$ cat src/rtl/tdm_deserializer_pkg.sv
// tdm_deserializer_pkg
// Shared constants and types for the TDM deserializer slice.
//   CH_WIDTH    bits per channel slot
//   NUM_CH      channel slots per frame
//   FRAME_BITS  bits per complete frame (NUM_CH * CH_WIDTH)
//   CNT_WIDTH   width of the frame bit counter
//   state_t     receiver state {IDLE, RECEIVE}
package tdm_deserializer_pkg;

  localparam int CH_WIDTH   = 32;
  localparam int NUM_CH     = 5;
  localparam int FRAME_BITS = NUM_CH * CH_WIDTH;
  localparam int CNT_WIDTH  = 8;

  typedef logic [CNT_WIDTH-1:0] bit_cnt_t;

  typedef enum logic {
    IDLE    = 1'b0,
    RECEIVE = 1'b1
  } state_t;

  // Counter value of the final bit of a frame.
  localparam bit_cnt_t LAST_BIT = bit_cnt_t'(FRAME_BITS - 1);

  // Next counter value; kept here so the increment width is defined once.
  function automatic bit_cnt_t next_count(input bit_cnt_t count);
    return count + bit_cnt_t'(1);
  endfunction

endpackage

$ cat src/rtl/tdm_deserializer_if.sv
// tdm_deserializer_if
// Bundles the serial link inputs and the parallel channel outputs.
//   tdm_data    serial bit, valid when tdm_clk = 1
//   tdm_sync    frame-start marker, valid when tdm_clk = 1
//   tdm_clk     bit strobe (synchronous enable, not a clock)
//   word_ready  one-cycle pulse when ch0..ch4 hold a new frame
//   ch0..ch4    channel words of the last completed frame
// Modports:
//   master  the link/consumer side (drives the serial inputs)
//   slave   the deserializer itself
interface tdm_deserializer_if
  import tdm_deserializer_pkg::*;
  ();

  logic                tdm_data;
  logic                tdm_sync;
  logic                tdm_clk;
  logic                word_ready;
  logic [CH_WIDTH-1:0] ch0;
  logic [CH_WIDTH-1:0] ch1;
  logic [CH_WIDTH-1:0] ch2;
  logic [CH_WIDTH-1:0] ch3;
  logic [CH_WIDTH-1:0] ch4;

  modport master (
    output tdm_data,
    output tdm_sync,
    output tdm_clk,
    input  word_ready,
    input  ch0,
    input  ch1,
    input  ch2,
    input  ch3,
    input  ch4
  );

  modport slave (
    input  tdm_data,
    input  tdm_sync,
    input  tdm_clk,
    output word_ready,
    output ch0,
    output ch1,
    output ch2,
    output ch3,
    output ch4
  );

endinterface

$ cat src/rtl/tdm_bit_counter.sv
// tdm_bit_counter
// Frame sequencing for the TDM deserializer: sync detection, bit counting
// and frame-complete generation.
//   clock       system clock (rising edge)
//   reset       asynchronous active-high reset
//   tdm_clk     bit strobe; only qualified cycles advance the counter
//   tdm_sync    frame-start marker
//   wr_en       the current bit must be written into the shift buffer
//   wr_index    frame bit position of the current bit
//   frame_done  registered one-cycle pulse after bit FRAME_BITS-1 is stored
//   state       current receiver state
module tdm_bit_counter
  import tdm_deserializer_pkg::*;
(
  input  logic     clock,
  input  logic     reset,
  input  logic     tdm_clk,
  input  logic     tdm_sync,
  output logic     wr_en,
  output bit_cnt_t wr_index,
  output logic     frame_done,
  output state_t   state
);

  state_t   state_reg;
  bit_cnt_t count_reg;
  logic     frame_done_reg;

  // A sync always wins: it both starts a frame from IDLE and restarts a
  // partial frame, and in either case the current bit is frame bit 0.
  assign wr_en    = tdm_clk & (tdm_sync | (state_reg == RECEIVE));
  assign wr_index = tdm_sync ? '0 : count_reg;

  always_ff @(posedge clock or posedge reset) begin
    if (reset) begin
      state_reg      <= IDLE;
      count_reg      <= '0;
      frame_done_reg <= 1'b0;
    end else begin
      frame_done_reg <= 1'b0;
      if (tdm_clk) begin
        if (tdm_sync) begin
          // Bit 0 is taken this cycle, so the next bit lands at 1.
          state_reg <= RECEIVE;
          count_reg <= bit_cnt_t'(1);
        end else if (state_reg == RECEIVE) begin
          if (count_reg == LAST_BIT) begin
            // Frame complete; the counter parks at 0 and a fresh sync is
            // needed before anything else is captured.
            state_reg      <= IDLE;
            count_reg      <= '0;
            frame_done_reg <= 1'b1;
          end else begin
            count_reg <= next_count(count_reg);
          end
        end
      end
    end
  end

  assign frame_done = frame_done_reg;
  assign state      = state_reg;

endmodule

$ cat src/rtl/tdm_deserializer.sv
// tdm_deserializer
// Receives a TDM frame of NUM_CH slots of CH_WIDTH bits (each slot LSB
// first, ch0 first) and presents the channel words in parallel. The frame
// is assembled in a shift buffer and copied to the output registers as a
// whole, so ch0..ch4 stay stable while the next frame arrives.
//   clock  system clock (rising edge)
//   reset  asynchronous active-high reset
//   bus    tdm_deserializer_if.slave: tdm_data/tdm_sync/tdm_clk in,
//          word_ready and ch0..ch4 out
module tdm_deserializer
  import tdm_deserializer_pkg::*;
(
  input logic               clock,
  input logic               reset,
  tdm_deserializer_if.slave bus
);

  logic                             wr_en;
  bit_cnt_t                         wr_index;
  logic                             frame_done;
  state_t                           state;

  logic [FRAME_BITS-1:0]            shift_reg;
  logic [NUM_CH-1:0][CH_WIDTH-1:0]  ch_reg;
  logic                             word_ready_reg;

  tdm_bit_counter u_bit_counter (
    .clock      (clock),
    .reset      (reset),
    .tdm_clk    (bus.tdm_clk),
    .tdm_sync   (bus.tdm_sync),
    .wr_en      (wr_en),
    .wr_index   (wr_index),
    .frame_done (frame_done),
    .state      (state)
  );

  // Bits are written at their frame position rather than shifted, so an
  // aborted partial frame needs no clearing: every position is rewritten
  // before the next frame can complete.
  always_ff @(posedge clock or posedge reset) begin
    if (reset) begin
      shift_reg <= '0;
    end else if (wr_en) begin
      shift_reg[wr_index] <= bus.tdm_data;
    end
  end

  // frame_done arrives the cycle after the last bit was stored, so the
  // buffer is already complete here. A back-to-back sync in this same
  // cycle only modifies shift_reg after this copy has taken it.
  always_ff @(posedge clock or posedge reset) begin
    if (reset) begin
      ch_reg         <= '0;
      word_ready_reg <= 1'b0;
    end else begin
      word_ready_reg <= frame_done;
      if (frame_done) begin
        // Packed layout puts slot k at bits k*CH_WIDTH +: CH_WIDTH, which
        // matches the frame bit layout exactly.
        ch_reg <= shift_reg;
      end
    end
  end

  assign bus.word_ready = word_ready_reg;
  assign bus.ch0        = ch_reg[0];
  assign bus.ch1        = ch_reg[1];
  assign bus.ch2        = ch_reg[2];
  assign bus.ch3        = ch_reg[3];
  assign bus.ch4        = ch_reg[4];

endmodule

$ cat src/flat_wrapper.sv
// flat-port wrapper written by rule: the top's interface ports become plain ports
module tdm_deserializer_flat import tdm_deserializer_pkg::*;
  (clock, reset, bus_tdm_data, bus_tdm_sync, bus_tdm_clk, bus_word_ready, bus_ch0, bus_ch1, bus_ch2, bus_ch3, bus_ch4);
  tdm_deserializer_if bus_i ();
  input logic clock;
  input logic reset;
  input wire logic [$bits(bus_i.tdm_data)-1:0] bus_tdm_data;
  input wire logic [$bits(bus_i.tdm_sync)-1:0] bus_tdm_sync;
  input wire logic [$bits(bus_i.tdm_clk)-1:0] bus_tdm_clk;
  output wire logic [$bits(bus_i.word_ready)-1:0] bus_word_ready;
  output wire logic [$bits(bus_i.ch0)-1:0] bus_ch0;
  output wire logic [$bits(bus_i.ch1)-1:0] bus_ch1;
  output wire logic [$bits(bus_i.ch2)-1:0] bus_ch2;
  output wire logic [$bits(bus_i.ch3)-1:0] bus_ch3;
  output wire logic [$bits(bus_i.ch4)-1:0] bus_ch4;
  assign bus_i.tdm_data = bus_tdm_data;
  assign bus_i.tdm_sync = bus_tdm_sync;
  assign bus_i.tdm_clk = bus_tdm_clk;
  assign bus_word_ready = bus_i.word_ready;
  assign bus_ch0 = bus_i.ch0;
  assign bus_ch1 = bus_i.ch1;
  assign bus_ch2 = bus_i.ch2;
  assign bus_ch3 = bus_i.ch3;
  assign bus_ch4 = bus_i.ch4;
  tdm_deserializer u_core (.clock(clock), .reset(reset), .bus(bus_i));
endmodule
$ cat config.mk
export PLATFORM = sky130hd
export DESIGN_NAME = tdm_deserializer_flat
export DESIGN_NICKNAME = d
export VERILOG_FILES = /design/src/rtl/tdm_deserializer_pkg.sv /design/src/rtl/tdm_deserializer_if.sv /design/src/rtl/tdm_bit_counter.sv /design/src/rtl/tdm_deserializer.sv /design/src/flat_wrapper.sv
export SDC_FILE = /design/constraint.sdc
export NUM_CORES = 1
export LEC_CHECK = 0
export BUFFER_PORTS_ARGS = -buffer_cell sky130_fd_sc_hd__buf_2
export CAP_MARGIN = 25
export CORE_UTILIZATION = 45
export DETAILED_ROUTE_END_ITERATION = 6
export PLACE_DENSITY_LB_ADDON = 0.3
export SKIP_CTS_REPAIR_TIMING = 1
export SLEW_MARGIN = 20
export SYNTH_ARGS = -nofsm -noshare
export SYNTH_HDL_FRONTEND = slang
export SYNTH_HIERARCHICAL = 1
export SYNTH_SLANG_ARGS = --single-unit
$ cat constraint.sdc
create_clock -name clock -period 15.4 [get_ports clock]
set_input_delay 1.54 -clock clock [delete_from_list [all_inputs] [get_ports clock]]
set_output_delay 1.54 -clock clock [all_outputs]
set_load 0.01 [all_outputs]
# Word-level counts from Yosys, hierarchy flattened
# Index checks and enable logic that the tools add are counted.
dict set report totals {
  regBits 331
  elab_cells 33
}
dict set report op_classes {
  addsub 1
  n_eq_ne 1
  n_reduce_logical 3
  n_mux 14
  bitwise_logic 2
  order_cmp 2
}
# op count
set ops {}
lappend ops {{$bwmux W160} 1}
lappend ops {{$mux W8} 4}
lappend ops {{$lt A8 B9 Y1 const B} 1}
lappend ops {{$add A8 B1 Y8 const B} 1}
lappend ops {{$demux W1 S8} 1}
lappend ops {{$eq A8 B8 Y1 const B} 1}
lappend ops {{$ge A8 B1 Y1 const B} 1}
lappend ops {{$mux W1} 8}
lappend ops {{$reduce_and A2 Y1} 1}
lappend ops {{$reduce_bool A2 Y1} 1}
lappend ops {{$and A1 B1 Y1} 1}
lappend ops {{$logic_and A1 B1 Y1} 1}
lappend ops {{$or A1 B1 Y1} 1}

# Depth between registers and ports, before layout
dict set report depth {
  depth_word 6
  ltp_mapped 8
}

# Hierarchy
# Netlist, hierarchy kept.
# module cells_each instances area_each_um2
set modules_own_cells {}
lappend modules_own_cells {tdm_deserializer 915 1 13178.9}
lappend modules_own_cells {tdm_bit_counter 67 1 640.6}

# Worst setup path after synthesis
# OpenSTA, ideal clock, no wires.
dict set report synth_timing {
  path_kind {input to register}
  startpoint {input bus_tdm_sync}
  endpoint {register u_core.shift_reg[19]}
  t_arrival_ns 3.323
  cell_stages 8
  slack_ns 11.952
  setup_ns 0.125
  path_cell_list {clkbuf_1 nor2b_1 buf_6 or4b_1 buf_6 buf_12 nor3_2 mux2_2}
}
dict set report synth_between {
  elab_chain_cells 6
  elab_cells_between_ends 9
}
# element line_no
set synth_lines {}
lappend synth_lines {{start: declaration} flat_wrapper.sv:8} ;# input wire logic [$bits(bus_i.tdm_sync)-1:0] bus_tdm_sync;
lappend synth_lines {{$mux W8 (*)} tdm_bit_counter.sv:32} ;# assign wr_index = tdm_sync ? '0 : count_reg;
lappend synth_lines {{via u_core.wr_index[5]} tdm_deserializer.sv:19} ;# bit_cnt_t wr_index;
lappend synth_lines {{$lt A8 B9 Y1 (implied by the code) or $ge A8 B1 Y1 (tied branches)} tdm_deserializer.sv:45} ;# shift_reg[wr_index] <= bus.tdm_data;
lappend synth_lines {{$logic_and A1 B1 Y1 (implied by the code)} tdm_deserializer.sv:45}
lappend synth_lines {{$mux W1 (implied by the code)} tdm_deserializer.sv:45}
lappend synth_lines {{$demux W1 S8 (*)} --}
lappend synth_lines {{$bwmux W160 (*)} tdm_deserializer.sv:45}
lappend synth_lines {{end signal: indexed assignment} tdm_deserializer.sv:45}
lappend synth_lines {{end: declaration} tdm_deserializer.sv:23} ;# logic [FRAME_BITS-1:0] shift_reg;
# The timed path passes the listed nets; every way through them passes the cells marked *.
# A chain may end at the register's enable or synchronous reset.

# Worst setup path in the final report
dict set report layout_timing {
  startpoint {input bus_tdm_sync}
  endpoint {register u_core.shift_reg[80]}
}
dict set report layout_between {
  elab_cells_between_ends 9
}
# element line_no
set layout_lines {}
lappend layout_lines {{$or A1 B1 Y1} tdm_bit_counter.sv:31} ;# assign wr_en = tdm_clk & (tdm_sync | (state_reg == RECEIVE));
lappend layout_lines {{$and A1 B1 Y1} tdm_bit_counter.sv:31}
lappend layout_lines {{via u_core.wr_en} tdm_deserializer.sv:18} ;# logic wr_en;
# The timed path passes the listed nets, and every way through them passes these cells.

==> qor.txt <==
Crit path buffers/inverters - 3
Final period utilization - 0.2406
Most frequent cells in the layout - dfrtp_1, mux2_2, buf_2
Total Wirelength - 30610 microns
CP Max Fanout - 23
Core Footprint - 29950 sq um
Max FFs per register - 160
Ant diodes - 0
Chip width - 177.2 microns
CP max stage cell - or3b_2
Met2 Usage GRT - 0.3128
FFs w/ async S/R, synth - 1.000
Iteration-0 DRC count of the detailed router - 626
DIE AREA - 31410 sq um
Clock skew - 0.01239 ns
CP startpoint kind - primary input
Yosys cell types - 43
Worst-Skew Late Latency - 0.50 ns
Post-Syn Area - 13820 sq um
Max Cap Viol - 0
Mapped Cells - 982
CTS tree - yes
Seq cells post-synth - 331
Post-synth EDFFs - 0
Largest net degree at the start of global routing - 123
Setup tns final - 0 ns
HP Class - flip-flop to flip-flop
RSZ-0062 raised after global routing - false
Grt met3 use - 0.04661
P_leak - 0.008092 uW
# clock sinks - 331
Top FF cell, synth - dfrtp_1
IO Count - 166
Peak VDD IR - 0.00007322 V
Routed Antenna Nets - 0
Worst setup EP type - flip-flop
Clk buf depth - 3
Largest stage delay, worst path - 0.70 ns
Worst r2r src - u_core/u_bit_counter/count_reg[1]
Cell family with most CP delay - simple AND/OR/NAND/NOR gates
Worst setup startpoint - bus_tdm_sync
Yosys top cell area share - 0.5994
First-pass GRT wire length - 49960 microns
Max_slew headroom - 0.3720
Fin. Hold Viols - 0
Antenna violations before repair - 0
Mapped Avg Cell Area - 14.07 sq um
Power density over the cells - 116.2 nW/um^2
Hold Startpoint - u_core/shift_reg[30]
Fmax - 269.9 MHz
Hold WS - 0.4908 ns
Clock root buffer - clkbuf_16
DRC viols - 0
H-tree depth - 2
Syn. warnings - 6
Status - complete, no violations
PortBufs - 165
Nets@finish - 1108
Arrival @ worst endpoint - 4.09 ns
GRT busiest layer - met2
Tightest Pin Transition - 0.9419 ns
Global route total overflow - 0
First-pass iteration count of the detailed router - 5
Clk slew on worst S/H paths - 0.06 ns
Total track usage - 0.2025
Top cells by area, synth - dfrtp_1, mux2_2, nor3_1, nor4_1, clkbuf_1
Crit path kind - primary input to flip-flop
Synth area leader - dfrtp_1
Most common library cell in the layout ignoring fill and taps - dfrtp_1
Met1 Track Usage GR - 0.2898
Critical path data required time - 15.78 ns
Post-DR vias/cell - 5.490
# setup viols final - 0
Syn nets - 988
Crit-path cells - buf_2 > o21ai_0 > inv_1 > or3b_2 > buf_4 > nor4_1 > mux2_2
Row Count - 63
Die height - 177.2 microns
TritonCTS Buffers - 36
Gpl congestion - 0.7400
Fin. max-slew vios - 0
DR WL/cell - 20.17 microns
Minimum clock period - 3.705 ns
Area Growth Syn to Fin - 16.13%
Layout cell share with drive strength beyond 1 - 0.5204
Dpl hpwl - 17590 microns
Vias post-DR - 8334
Sequential-to-total area share from yosys stat - 0.5994
Vias in the first global route - 8652
Initial Util - 0.4614
[where the power goes]
part / total [uW] / internal (uW) / switching [uW]
Sequential: 901 / 886 / 14.5
Clock: 864 / 530 / 334
Combinational: 99.2 / 23.6 / 75.5
[per-layer routing]
layer  wire [microns]  up-vias  share of wire
met3             1720       38          0.056
met2            13880      175           0.45
met5                0        -              0
li1                 -     3788              -
met4              474        0          0.015
met1            14540     4333           0.47
[synth_stat cells (2+ instances only)]
library cell	number
nor3b_1	3
inv_1	5
dfrtp_1	331
o21ai_0	6
clkbuf_1	66
nand2_1	6
or4b_1	4
buf_6	7
nand2b_1	2
nor3_2	16
nor3_1	106
nand4bb_1	4
nor4_1	40
nand4b_1	2
a21oi_1	3
nand3_2	2
nor2b_1	7
a22o_1	2
a31oi_1	2
nand3b_1	2
mux2_2	318
nand3_1	3
buf_2	18
buf_1	6
mux2_1	2
o31ai_1	2
[cell families after synthesis]
group / synth area share
flops: 0.5994
simple gates: 0.09362
buf+inv: 0.03459
fa+ha+maj: 0.0009052
xor+xnor: 0.0006339
mux: 0.2608
compound gates: 0.01014
[final cells by class]
class                   count  area [sq um]
fillers                  2543         13910
flip-flops and latches    331          8287
multi-input cells         548          5091
clock buffers              53          1066
repair buffers            180         953.4
well taps                 390         488.0
clock inverters            11         136.4
inverters                   5         26.28
[stage by stage]
| stage | cells | instance area (sq um) | worst slack (ns) | total power (uW) | util |
|---|---|---|---|---|---|
| after floorplan | 982 | 13820 | 4.975 | 982.9 | - |
| after global placement | 1453 | 14820 | 11.17 | 1015 | 0.4948 |
| after detailed placement | 1453 | 14830 | 11.15 | 1017 | 0.4949 |
| after CTS | 1517 | 16030 | 11.69 | 1893 | 0.5351 |
| after global routing | 1518 | 16050 | 11.51 | 1938 | 0.5358 |
| final | 1518 | 16050 | 11.69 | 1864 | 0.5358 |
[path summary, 6_finish.rpt]
path	end	slack (ns)	cells past startpoint
worst max-delay path	u_core/shift_reg[80]	11.69	7
worst min-delay path	u_core/shift_reg[30]	0.49	1
worst max register to register	u_core/shift_reg[109]	12.51	6
worst min register to register	u_core/shift_reg[30]	0.49	1
max in group asynchronous	u_core/bus.ch3[5]	12.12	5
min in group asynchronous	u_core/u_bit_counter/count_reg[4]	1.09	2
Power figures use the tool's default switching activity.
